<file path="src/rtl/fifo_pkt_reader.sv">
// Reads fixed-size packets out of a first-word-fall-through FIFO into a registered
// valid/ready stream with SOP/EOP framing. Define FIFO_PKT_CHECKSUM_EN to add an XOR checksum check.
module fifo_pkt_reader #(
    parameter int unsigned DATA_WIDTH = 8,
    parameter int unsigned PKT_SIZE   = 10
) (
    input  logic                  R_CLK,
    input  logic                  R_RST,
    input  logic                  EMPTY,
    input  logic [DATA_WIDTH-1:0] RD_DATA,
    output logic                  R_INC,
    output logic [DATA_WIDTH-1:0] OUT_DATA,
    output logic                  OUT_VALID,
    input  logic                  OUT_READY,
    output logic                  OUT_SOP,
    output logic                  OUT_EOP,
    output logic                  CHK_ERR
);

    localparam int unsigned CntWidth = (PKT_SIZE > 1) ? $clog2(PKT_SIZE) : 1;
    localparam logic [CntWidth-1:0] CntLast = CntWidth'(PKT_SIZE - 1);

    typedef enum logic {StIdle, StBody} state_t;

    state_t              state_q;
    logic [CntWidth-1:0] cnt_q;
    logic                last_word;

    // Gated by reset so no pop can escape while the block is held in reset.
    always_comb begin
        R_INC     = R_RST && !EMPTY && (!OUT_VALID || OUT_READY);
        last_word = (state_q == StBody) && (cnt_q == CntLast);
    end

    always_ff @(posedge R_CLK or negedge R_RST) begin
        if (!R_RST) begin
            state_q   <= StIdle;
            cnt_q     <= '0;
            OUT_DATA  <= '0;
            OUT_VALID <= 1'b0;
            OUT_SOP   <= 1'b0;
            OUT_EOP   <= 1'b0;
        end else if (R_INC) begin
            OUT_DATA  <= RD_DATA;
            OUT_VALID <= 1'b1;
            case (state_q)
                StIdle: begin
                    OUT_SOP <= 1'b1;
                    OUT_EOP <= 1'b0;
                    cnt_q   <= CntWidth'(1);
                    state_q <= StBody;
                end
                default: begin
                    OUT_SOP <= 1'b0;
                    if (cnt_q == CntLast) begin
                        OUT_EOP <= 1'b1;
                        cnt_q   <= '0;
                        state_q <= StIdle;
                    end else begin
                        OUT_EOP <= 1'b0;
                        cnt_q   <= cnt_q + CntWidth'(1);
                    end
                end
            endcase
        end else if (OUT_VALID && OUT_READY) begin
            OUT_VALID <= 1'b0;
        end
    end

`ifdef FIFO_PKT_CHECKSUM_EN
    logic [DATA_WIDTH-1:0] xor_q;
    logic                  chk_q;

    // The running XOR restarts from word 0 so it covers words 0..PKT_SIZE-2 at the last pop.
    always_ff @(posedge R_CLK or negedge R_RST) begin
        if (!R_RST) begin
            xor_q <= '0;
            chk_q <= 1'b0;
        end else begin
            if (state_q == StIdle) begin
                xor_q <= R_INC ? RD_DATA : '0;
            end else if (R_INC) begin
                xor_q <= xor_q ^ RD_DATA;
            end
            if (R_INC) begin
                chk_q <= last_word ? (xor_q != RD_DATA) : 1'b0;
            end
        end
    end

    assign CHK_ERR = chk_q;
`else
    logic unused_last;
    assign unused_last = last_word;
    assign CHK_ERR     = 1'b0;
`endif

endmodule

</file>
<file path="config.mk">
export PLATFORM = sky130hd
export DESIGN_NAME = fifo_pkt_reader
export DESIGN_NICKNAME = d
export VERILOG_FILES = /design/src/rtl/fifo_pkt_reader.sv
export SDC_FILE = /design/constraint.sdc
export NUM_CORES = 1
export LEC_CHECK = 0
export BUFFER_PORTS_ARGS = -buffer_cell sky130_fd_sc_hd__buf_4
export CAP_MARGIN = 5
export CELL_PAD_IN_SITES_DETAIL_PLACEMENT = 1
export CELL_PAD_IN_SITES_GLOBAL_PLACEMENT = 2
export CORE_AREA = 3 3 50 57
export DETAILED_ROUTE_END_ITERATION = 8
export DIE_AREA = 0 0 53 60
export PLACE_DENSITY = 0.89
export SLEW_MARGIN = 20
export SYNTH_ARGS = -nofsm -noshare
export SYNTH_HDL_FRONTEND = slang
export SYNTH_SLANG_ARGS = --single-unit
</file>
<file path="constraint.sdc">
create_clock -name R_CLK -period 2.63 [get_ports R_CLK]
set_clock_uncertainty 0.05 [all_clocks]
set_input_delay 0.526 -clock R_CLK [delete_from_list [all_inputs] [get_ports R_CLK]]
set_output_delay 0.526 -clock R_CLK [all_outputs]
set_load 0.02 [all_outputs]
</file>
==> reports/summary.txt <==
Status = complete, no violations
Initial antenna violation count = 0
Endpoints failing setup = 0
Setup WS post-layout = 0.622 ns
Syn_nets = 72
Pins Over Slew Limit = 0
Largest family of logic cells by synthesized area = multiplexers
CP Launch Type = primary input
Post-CTS Hold Buffers = 0
WL/cell = 14.5 µm
Clock root buffer = clkbuf_4
Pwr/cell area = 751 nW/µm²
Htree depth = 1
Cell family with most CP delay = buffers and inverters
Syn_area_per_cell = 13.5 µm²
CP required = 2.05 ns
Final min period = 2.01 ns
Synth Register Bits = 16
Critical Path Sink Type = primary output
Residual DRC count = 0
GRT Residual Overflow = 0
Number of cell rows = 18
R2R Setup Slk = 1.18 ns
Yosys cell types = 26
Post-synthesis compound-gate area fraction = 8.92%
Crit Reg-Reg Startpoint = cnt_q[0]
Top cell by count, worst path = buf_4
Worst min path class = primary input to asynchronous set/reset pin
TNS Setup = 0 ns
Postcts setup bufs = 0
WP data arrival = 1.43 ns
Port Buf Inserts = 23
DP HPWL = 1.27 mm
Clock slew at reported path FFs = 0.09 ns
Num CTS Buffers = 3
Fraction of synthesized cell area in xor and xnor cells = 0%
I/O pin cnt = 25
Vias in the first global route = 570
All-Layer GR Usage = 11.5%
Core area = 2270 µm²
Critical path's largest stage delay = 0.25 ns
Routed WL = 1.62 mm
Largest net degree at the start of global routing = 19
DRT Pass-1 Iters = 2
WP buf/inv = 3
Layout cells sized above 1 = 48.8%
Via density = 4.55
Pre-CTS setup slack = 0.593 ns
Synth Area in Simple Gates = 13.1%
Max Cap Viol = 0
Synth Area in Adders = 3.18%
Commonest non-fill, non-tap cell in the layout = buf_4
Final hold violation count = 0
Critical-path top delay cell = nor2b_4
Number of nets with antenna violations after routing = 0
Die extent in x = 53 µm
Crit share post-route = 76.3%
FF-to-FF path depth = 4
# diodes = 0
Area grow syn2layout = 26.1%
1st-iter DRT viols = 2
Cell leakage power = 0.495 nW
Mapped cell area = 786 µm²
Global-route wire length before repair = 2.66 mm
Via count = 510
RePlAce Congestion = 0.860
Maximum clock path buffer count = 2
VDD IR-drop max = 0.000365 V
Most frequent cells in the layout = 23 x buf_4, 16 x dfrtp_1, 8 x mux2_4
Post-CTS resize count = 0
R2R Path End = cnt_q[1]
Maximum net fanout on the critical path = 18
Post-synthesis sequential area ratio = 51.0%
Die ar. = 3180 µm²
Warnings from Yosys = 0
Post-Synthesis Cells = 58
Final Core Density = 43.6%
Multiplexer share of the synthesized area = 18.2%
Initial Util = 34.5%
Cell chain of the critical path = buf_4 > nor2b_4 > nand2_4 > inv_4 > buf_4
Maximum clock rate = 498 MHz
Clock sinks = 16
WS Path Type = primary input to primary output
Tot Pwr = 0.000744 W
Clk_lat worst skew = 0.27 ns
CTS tree = yes
Nets = 98
RSZ-0062 raised after global routing = false
Die height = 60 µm
-- worst max-delay path by stage --
stage,slack (ns),endpoint,start,cells past startpoint
floorplan,1.08,R_INC,R_RST,4
global placement,0.64,R_INC,R_RST,5
detailed placement,0.59,R_INC,R_RST,5
CTS,0.60,R_INC,R_RST,5
global route,0.52,R_INC,R_RST,5
finish,0.62,R_INC,R_RST,5
-- where the power goes --
group / internal [W] / switching [W] / total [W]
Clock: 0.0000529 / 0.0000710 / 0.000124
Sequential: 0.000306 / 0.0000519 / 0.000358
Combinational: 0.000137 / 0.000124 / 0.000262
-- metal layers --
layer / GRT usage, % / vias to the layer above / routed length (µm)
li1: - / 249 / -
met1: 15.2 / 250 / 701
met2: 17.9 / 9 / 850
met3: 1.50 / 2 / 44
met4: 6.57 / 0 / 27
met5: 0 / - / 0
-- layout make-up --
cell class | count | area [µm²]
tap | 30 | 37.5
timing repair buffer | 23 | 173
clock buffer | 3 | 22.5
fill | 247 | 1280
sequential | 16 | 400
multi-input combinational | 37 | 344
inverter | 3 | 13.8
-- per-stage QoR --
step           instance area, µm²  instances  hold slack [ns]
2_1_floorplan                 786         58            0.180
3_3_place_gp                  968        109            0.348
3_5_place_dp                  968        109            0.354
4_1_cts                       991        112           0.0410
5_1_grt                       991        112           0.0418
6_report                      991        112           0.0428
-- synthesized netlist by cell type (all sizes together) --
library cell | instances | area (µm²)
dfrtp | 16 | 400
mux2 | 10 | 143
o21ai | 4 | 20.0
inv | 3 | 13.8
nand2b | 3 | 26.3
o31ai | 3 | 22.5
a21oi | 2 | 10.0
buf | 2 | 27.5
ha | 2 | 25.0
nand2 | 2 | 15.0
nor2b | 2 | 20.0
and2 | 1 | 6.26
and2b | 1 | 7.51
and3 | 1 | 6.26
and3b | 1 | 8.76
conb | 1 | 3.75
nand3 | 1 | 5.00
nand3b | 1 | 7.51
o2bb2ai | 1 | 8.76
o311ai | 1 | 8.76
-- logic make-up (layout without fill, tap and decap cells) --
group                    after synthesis  count (layout)
flip-flops                            16              16
other                                  1               1
adder cells (fa/ha/maj)                2               2
AO/OA/AOI/OAI                         11              11
buffers and inverters                  5              29
AND/OR/NAND/NOR                       13              13
multiplexers                          10              10
-- flip-flops by register name (all words and copies together), names as in the netlist --
register	cells
OUT_DATA	8
cnt_q	4
OUT_EOP	1
OUT_SOP	1
OUT_VALID	1
state_q	1
-- worst register-to-register path, cell delays in order (launching register included) --
cell	delay, ns
dfrtp_1	0.43
ha_1	0.21
and3b_1	0.21
nand2b_1	0.18
o31ai_1	0.27
Note: power is estimated with default switching activity, not from simulation.
